File: config.mk
export PLATFORM = sky130hd
export DESIGN_NAME = fifo_axis_reader
export DESIGN_NICKNAME = d
export VERILOG_FILES = /design/src/rtl/fifo_axis_reader.sv
export SDC_FILE = /design/constraint.sdc
export NUM_CORES = 1
export LEC_CHECK = 0
export CAP_MARGIN = 20
export CELL_PAD_IN_SITES_DETAIL_PLACEMENT = 2
export CELL_PAD_IN_SITES_GLOBAL_PLACEMENT = 2
export CORE_ASPECT_RATIO = 1.75
export CORE_MARGIN = 1
export CORE_UTILIZATION = 29
export CTS_CLUSTER_DIAMETER = 50
export CTS_CLUSTER_SIZE = 30
export DETAILED_ROUTE_END_ITERATION = 10
export HOLD_SLACK_MARGIN = 0.08
export PLACE_DENSITY = 0.88
export RECOVER_POWER = 50
export SYNTH_ARGS = -nofsm -noshare
export SYNTH_HDL_FRONTEND = slang
export SYNTH_SLANG_ARGS = --single-unit
File: constraint.sdc
create_clock -name i_aclk -period 3.5 [get_ports i_aclk]
set_clock_uncertainty 0.2 [all_clocks]
set_input_delay 0.875 -clock i_aclk [delete_from_list [all_inputs] [get_ports i_aclk]]
set_output_delay 0.875 -clock i_aclk [all_outputs]
set_load 0.1 [all_outputs]
File: src/rtl/fifo_axis_reader.sv
// ---------------------------------------------------------------------------------------------
// fifo_axis_reader
//   Drains a synchronous FIFO read port and presents the words as an AXI4-Stream master.
//   The FIFO has a 1-cycle registered read latency. A 2-entry output buffer absorbs it, so
//   the stream can sustain one beat per cycle while the FIFO is non-empty and TREADY is high.
//   TLAST marks every BURST_LEN-th accepted beat. BURST_DONE pulses for one cycle after the
//   TLAST beat is accepted.
//
// Ports
//   i_aclk            clock, all logic on the rising edge
//   i_areset_n        synchronous active-low reset
//   i_enable          1 = new FIFO reads may be issued
//   i_fifo_empty      FIFO empty flag
//   i_fifo_data       FIFO read data, valid the cycle after an accepted read
//   o_fifo_rd_en      FIFO read strobe (combinational)
//   o_m_axis_tvalid   stream beat valid
//   i_m_axis_tready   downstream ready
//   o_m_axis_tdata    stream data (buffer head)
//   o_m_axis_tlast    last beat of a packet
//   o_burst_done      1-cycle pulse after the TLAST beat is accepted
// ---------------------------------------------------------------------------------------------
module fifo_axis_reader #(
    parameter int unsigned DATA_WIDTH = 8,
    parameter int unsigned BURST_LEN  = 4
) (
    input  logic                  i_aclk,
    input  logic                  i_areset_n,
    input  logic                  i_enable,
    input  logic                  i_fifo_empty,
    input  logic [DATA_WIDTH-1:0] i_fifo_data,
    output logic                  o_fifo_rd_en,
    output logic                  o_m_axis_tvalid,
    input  logic                  i_m_axis_tready,
    output logic [DATA_WIDTH-1:0] o_m_axis_tdata,
    output logic                  o_m_axis_tlast,
    output logic                  o_burst_done
);

    localparam int unsigned      CNT_W    = (BURST_LEN > 1) ? $clog2(BURST_LEN) : 1;
    localparam logic [CNT_W-1:0] LAST_CNT = CNT_W'(BURST_LEN - 1);

    // r_buf0 is always the head; r_buf1 holds the second word when r_occ == 2
    logic [DATA_WIDTH-1:0] r_buf0;
    logic [DATA_WIDTH-1:0] r_buf1;
    logic [1:0]            r_occ;
    logic                  r_inflight;
    logic [CNT_W-1:0]      r_cnt;
    logic                  r_burst_done;

    logic                  w_pop;
    logic                  w_tlast;
    logic [2:0]            w_level;
    logic [1:0]            w_wr_idx;
    logic [1:0]            w_occ_nxt;
    logic [CNT_W-1:0]      w_cnt_nxt;
    logic [DATA_WIDTH-1:0] w_buf0_nxt;
    logic [DATA_WIDTH-1:0] w_buf1_nxt;

    always_comb begin
        o_m_axis_tvalid = (r_occ != 2'd0);
        w_pop           = o_m_axis_tvalid && i_m_axis_tready;
        w_tlast         = o_m_axis_tvalid && (r_cnt == LAST_CNT);

        // Words that will still occupy the buffer after this cycle's pop. Issuing a read
        // only while this is <= 1 guarantees the 2-entry buffer cannot overflow.
        w_level      = {1'b0, r_occ} + {2'b00, r_inflight} - {2'b00, w_pop};
        o_fifo_rd_en = i_areset_n && i_enable && !i_fifo_empty && (w_level <= 3'd1);

        // A returning word lands behind whatever survives this cycle's pop
        w_wr_idx  = r_occ - {1'b0, w_pop};
        w_occ_nxt = w_wr_idx + {1'b0, r_inflight};

        w_buf0_nxt = r_buf0;
        w_buf1_nxt = r_buf1;
        if (w_pop) begin
            w_buf0_nxt = r_buf1;
        end
        if (r_inflight) begin
            if (w_wr_idx == 2'd0) begin
                w_buf0_nxt = i_fifo_data;
            end else begin
                w_buf1_nxt = i_fifo_data;
            end
        end

        w_cnt_nxt = r_cnt;
        if (w_pop) begin
            w_cnt_nxt = (r_cnt == LAST_CNT) ? '0 : r_cnt + 1'b1;
        end
    end

    always_ff @(posedge i_aclk) begin
        if (!i_areset_n) begin
            r_buf0       <= '0;
            r_buf1       <= '0;
            r_occ        <= 2'd0;
            r_inflight   <= 1'b0;
            r_cnt        <= '0;
            r_burst_done <= 1'b0;
        end else begin
            r_buf0       <= w_buf0_nxt;
            r_buf1       <= w_buf1_nxt;
            r_occ        <= w_occ_nxt;
            r_inflight   <= o_fifo_rd_en;
            r_cnt        <= w_cnt_nxt;
            r_burst_done <= w_pop && w_tlast;
        end
    end

    assign o_m_axis_tdata = r_buf0;
    assign o_m_axis_tlast = w_tlast;
    assign o_burst_done   = r_burst_done;

endmodule
==> results of run 1 <==
through the flow:
step	power (uW)	setup TNS (ns)	util	instance area [um2]	hold WS [ns]
5_1_grt	597	-0.168	0.407	1480	0.289
4_1_cts	576	-0.123	0.405	1470	0.273
3_3_place_gp	384	-0.437	0.383	1390	0.244
6_report	574	-0.0991	0.407	1480	0.271
3_5_place_dp	388	-0.529	0.383	1390	0.259
2_1_floorplan	350	-0.617	-	1130	0.238
layout make-up:
| cell class | count | area [um2] |
|---|---|---|
| well taps | 46 | 57.6 |
| flip-flops and latches | 22 | 440 |
| inverters | 3 | 11.3 |
| clock buffers | 4 | 55.1 |
| fillers | 406 | 2150 |
| repair buffers | 33 | 280 |
| multi-input cells | 87 | 632 |
logic make-up (layout without fill, tap and decap cells):
group                    after synthesis  in the layout  share of synthesized area
AND/OR/NAND/NOR                       57             57                      0.237
multiplexers                           8              8                     0.0725
XOR/XNOR                               2              2                     0.0159
buffers and inverters                 12             40                     0.0645
adder cells (fa/ha/maj)                4              4                     0.0521
flip-flops                            22             22                      0.399
AO/OA/AOI/OAI                         16             16                      0.160
where the power goes:
group | switching, uW | internal, uW | leakage (uW) | total (uW)
Clock | 86.7 | 101 | 0.0000288 | 187
Combinational | 82.2 | 40.1 | 0.000412 | 122
Sequential | 7.03 | 257 | 0.000178 | 264
Total | 176 | 398 | 0.000619 | 574
what timing repair did:
action | in CTS | in global routing
buffers inserted | 1 | 2
pin swaps | 4 | 4
resized for setup | 9 | 1
endpoints found under the setup margin | 1 | 1
flip-flops by register name (all words and copies together) (netlist names):
| register | count |
|---|---|
| r_cnt | 2 |
| r_buf1 | 8 |
| o_burst_done | 1 |
| o_m_axis_tdata | 8 |
| r_occ | 2 |
| r_inflight | 1 |
cells in the mapped netlist, types with 2 or more instances:
| library cell | count |
|---|---|
| a21oi_1 | 3 |
| nor3_1 | 8 |
| a311oi_2 | 8 |
| ha_1 | 3 |
| nor4_1 | 2 |
| dfxtp_1 | 22 |
| buf_6 | 3 |
| inv_1 | 3 |
| or3_1 | 2 |
| clkbuf_1 | 2 |
| and2_1 | 2 |
| nor2b_1 | 2 |
| mux2i_1 | 8 |
| buf_2 | 3 |
| nand2_1 | 36 |
layer usage:
| layer | routed length [um] | global-route usage | vias up |
|---|---|---|---|
| met2 | 1860 | 0.343 | 19 |
| met1 | 1320 | 0.179 | 463 |
| met5 | 0 | 0 | - |
| met4 | 59 | 0.0802 | 0 |
| li1 | - | - | 467 |
| met3 | 97 | 0.0219 | 5 |
worst min-delay path: stages, from the launching register on:
cell and delay, ns:
dfxtp_1 0.32, nand2_1 0.05, mux2i_1 0.06
worst paths after layout:
| kind | from | to | slack (ns) | depth (start not counted) |
|---|---|---|---|---|
| worst max-delay path | i_m_axis_tready | o_fifo_rd_en | -0.1 | 9 |
| worst min-delay path | r_buf1[3] | r_buf1[3] | 0.27 | 2 |
| worst max register to register | r_inflight | r_inflight | 1.11 | 8 |
| worst min register to register | r_buf1[3] | r_buf1[3] | 0.27 | 2 |
==> flow_summary_export.csv, run 1 <==
group,metric,value,unit
pwr,vdd_drop_max,0.152,mV
cts,insertion_delay,0.27,ns
grt,first_global_vias,1070,
cts,root_buffer,"clkbuf_8",
route,viasPerCell,4.89,
cells_and_area,final_common_cell,"nand2_1",
floorplan,core-area,0.00363,mm2
min_path,hold_class,"reg2reg",
placed_design,place_congestion,0.728,
worst_setup_path,critPathKind,"in2out",
cts,cts_tree,"built",
logic_synthesis,synthTopCellsByArea,"dfxtp_1 (40%), nand2_1 (12%), a311oi_2 (11%), mux2i_1 (7.2%), nor3_1 (3.6%)",
sta,rsz0062_at_grt,"yes",
logic_synthesis,synth_enable_flop_cells,0,
sta,period_needed,3.60,ns
pwr,p_per_area,389,mW/mm2
pwr,p_leak,0.000619,uW
outcome,violations,"setup timing",
logic_synthesis,synthFlopType,"dfxtp_1",
logic_synthesis,async_flop_share,0,
cts,cts_buffer_depth,2,
cells_and_area,stdcell_count,195,
cells_and_area,mostFrequentLayoutCells,"nand2_1 (35), dfxtp_1 (22), buf_4 (16)",
route,wl,3.34,mm
worst_setup_path,crit_family,"adder cells",
cts,hold_buffers,0,
route,drtPass1Iterations,4,
sta,setup_viol,1,
cts,cts_sinks,22,
grt,antenna_found_initial,0,
logic_synthesis,syn_nets,138,
logic_synthesis,synth_seq_cells,22,
floorplan,die_area,0.00407,mm2
placed_design,dp_cells,188,
sta,final-max-slew-violation-count,0,
outcome,status,"finished, violations left",
cells_and_area,area_delta_synth_final,33.6,%
route,drc,0,
worst_setup_path,worstSetupEndpointType,"primary output",
grt,grt_max_degree,19,
grt,grt_pass1_wl,5.33,mm
logic_synthesis,syn_inst,121,
cells_and_area,drive_above_1_share,0.262,
logic_synthesis,syn_area_per_cell,9.13,um2
worst_setup_path,arrival,2.52,ns
worst_setup_path,critPathMaxFanout,2,
cells_and_area,layout.nets,167,
floorplan,start_util,0.304,
logic_synthesis,yosysSeqAreaShare,0.399,
sta,hold_viol,0,
cts,path_clk_slew,0.08,ns
sta,worst_pin_slew,1.17,ns
route,routedWlPerCell,17.1,um
cts,htree_levels,1,
route,vias,954,
placed_design,numPortBuffers,24,
cts,cts_buffers,3,
logic_synthesis,synth_top_cell_area_share,0.399,
worst_setup_path,crit_path_start_kind,"primary input",
grt,grt_use_total,0.177,
placed_design,dp_hpwl,2.50,mm
logic_synthesis,synth_area_leader_cell,"dfxtp_1",
worst_setup_path,cp_num_buf_inv,3,
route,postRouteAntennaNets,0,
logic_synthesis,yosysWarnings,0,
floorplan,ioPinCount,25,
floorplan,dieHeight,83.7,um
worst_setup_path,crit_path_max_incr_delay,0.49,ns
floorplan,rows,29,
placed_design,place_ws,-0.529,ns
sta,fmax,278,MHz
sta,period_share,1.03,
run,maxCapViolations,0,
sta,slew_headroom,0.223,
logic_synthesis,synth_area,0.00110,mm2
worst_setup_path,critPathSlowestCell,"fa_1",
sta,layout_setup_ws,-0.0991,ns
cells_and_area,num_antenna_cells,0,
worst_setup_path,required,2.42,ns
worst_setup_path,critical_path.cell_chain,"buf_8 -> o21ai_4 -> xnor2_2 -> ha_2 -> inv_2 -> fa_1 -> nand2_2 -> nor4_4 -> buf_12",
logic_synthesis,ys_types,29,
grt,grt.overflow.total,0,
route,drt_iter0_markers,10,
floorplan,die_w,48.7,um
Power figures use the tool's default switching activity.
==> inputs of run 2 (changes only) <==
--- a/config.mk
+++ b/config.mk
@@ -5,11 +5,11 @@
 export SDC_FILE = /design/constraint.sdc
 export NUM_CORES = 1
 export LEC_CHECK = 0
-export CAP_MARGIN = 20
+export ABC_AREA = 0
+export CAP_MARGIN = 10
 export CELL_PAD_IN_SITES_DETAIL_PLACEMENT = 2
 export CELL_PAD_IN_SITES_GLOBAL_PLACEMENT = 2
 export CORE_ASPECT_RATIO = 1.75
-export CORE_MARGIN = 1
 export CORE_UTILIZATION = 29
 export CTS_CLUSTER_DIAMETER = 50
 export CTS_CLUSTER_SIZE = 30
==> results of run 2 <==
The final DEF is identical to that of run 1; final timing and power are the same.
==> variant, RTL diff (settings of run 2) <==
Set the parameter `BURST_LEN` to 2 (it was 4).
--- a/src/rtl/fifo_axis_reader.sv
+++ b/src/rtl/fifo_axis_reader.sv
@@ -22,5 +22,5 @@
 module fifo_axis_reader #(
     parameter int unsigned DATA_WIDTH = 8,
-    parameter int unsigned BURST_LEN  = 4
+    parameter int unsigned BURST_LEN  = 2
 ) (
     input  logic                  i_aclk,
Behaviour: not the same (a bounded check fails within 4 cycles, from zero or initial values and one cycle with i_areset_n low).
==> variant against run 2 <==
  * The run still ends with setup timing left
  * Total power down 7.0%
  * Largest cell class unchanged
  * Wire length down 7.4%
  * Global-route usage up 1.0 points
  * First-iteration DRC count down 20%
  * Sequential cell count down 1
  * Non-clock buffer count down 3
  * Synthesized cell count down 5.8%
  * Worst setup slack worse by 0.068 ns
  * Critical path type unchanged
  * Cell area down 7.0%
  * Clock power down 11%
  * Area after synthesis down 3.4%
  * Combinational power down 5%
==> variant: results (changes against run 2) <==
The startpoint of the worst register-to-register path is r_occ[0] (was r_inflight). The sum of negative setup slack is -0.167 ns (was -0.0991 ns), and the area of placed instances is 1350 µm² (was 1390 µm²). Violated checks: setup timing (unchanged). For the placeable core area, the log shows 3430 µm² (was 3630 µm²).

The final cell count without fillers is 185 (was 195), and the power dissipated in combinational cells is 0.116 mW (was 0.122 mW). The tools report the total internal power as 0.362 mW (was 0.398 mW). Portion of the layout cell area used by non-clock buffers: 0.169 (was 0.190).

The count of placed standard cells including taps was 180 (was 188). The peak supply drop came out at 224 µV (was 152 µV). The logs give 84 µm (was 97 µm) for the routed length on met3 and 0.0261 (was 0.0219) for the global-route met3 utilization. The tools report the setup-violating endpoint count in the final report as 1 (unchanged). Area contributors post-synth: sky130_fd_sc_hd__dfxtp_1 (39%), sky130_fd_sc_hd__nand2_1 (12%), sky130_fd_sc_hd__a311oi_2 (11%), sky130_fd_sc_hd__mux2i_1 (7.5%), sky130_fd_sc_hd__buf_6 (4.2%) (was sky130_fd_sc_hd__dfxtp_1 (40%), sky130_fd_sc_hd__nand2_1 (12%), sky130_fd_sc_hd__a311oi_2 (11%), sky130_fd_sc_hd__mux2i_1 (7.2%), sky130_fd_sc_hd__nor3_1 (3.6%)). The flow ran to the end, but the final reports show violations. The placer congestion estimate was 0.713 (was 0.728). For the routing usage on met2, the log shows 0.343 (about the same). The tools report the leakage power total as 0.549 nW (was 0.619 nW). The tools report the register-to-register setup slack as 1.22 ns (was 1.11 ns).

The tools report the worst hold margin as 0.269 ns (was 0.271 ns). The number of instances in the synthesized netlist is 114 (was 121), and the number of non-clock buffers is 30 (was 33). The fraction of standard cell area that is sequential came out at 0.306 (was 0.298). The power per cell area came out at 389 nW/µm² (about the same).

The worst path setup slack after routing was -0.167 ns (was -0.0991 ns); the sequential-to-total area share from yosys stat was 0.394 (was 0.399). The power spent charging and discharging nets came out at 0.172 mW (was 0.176 mW).
variant: cell types whose count changed in the layout (fill, tap and decap cells not counted), sizes merged, moves of 2 or more:
cell,change
a21oi,-2
clkbuf,+7
nand2,-3
buf,-10
variant: worst reg2reg max path, stage by stage, from the launching register on:
cell	delay [ns]
sky130_fd_sc_hd__dfxtp_1	0.38
sky130_fd_sc_hd__o21ai_4	0.23
sky130_fd_sc_hd__xnor2_2	0.14
sky130_fd_sc_hd__ha_2	0.20
sky130_fd_sc_hd__inv_2	0.04
sky130_fd_sc_hd__fa_1	0.57
sky130_fd_sc_hd__nand2_2	0.08
sky130_fd_sc_hd__buf_4	0.14
sky130_fd_sc_hd__nor4_1	0.22
variant: cells by family after synthesis:
group | Yosys count | share of synthesized area
and+or+nand+nor | 54 | 0.234
adders and majority gates | 3 | 0.0422
DFF | 21 | 0.394
muxes | 8 | 0.0750
AOI/OAI and AO/OA | 14 | 0.161
buffers and inverters | 11 | 0.0692
xor gates and xnor gates | 3 | 0.0246
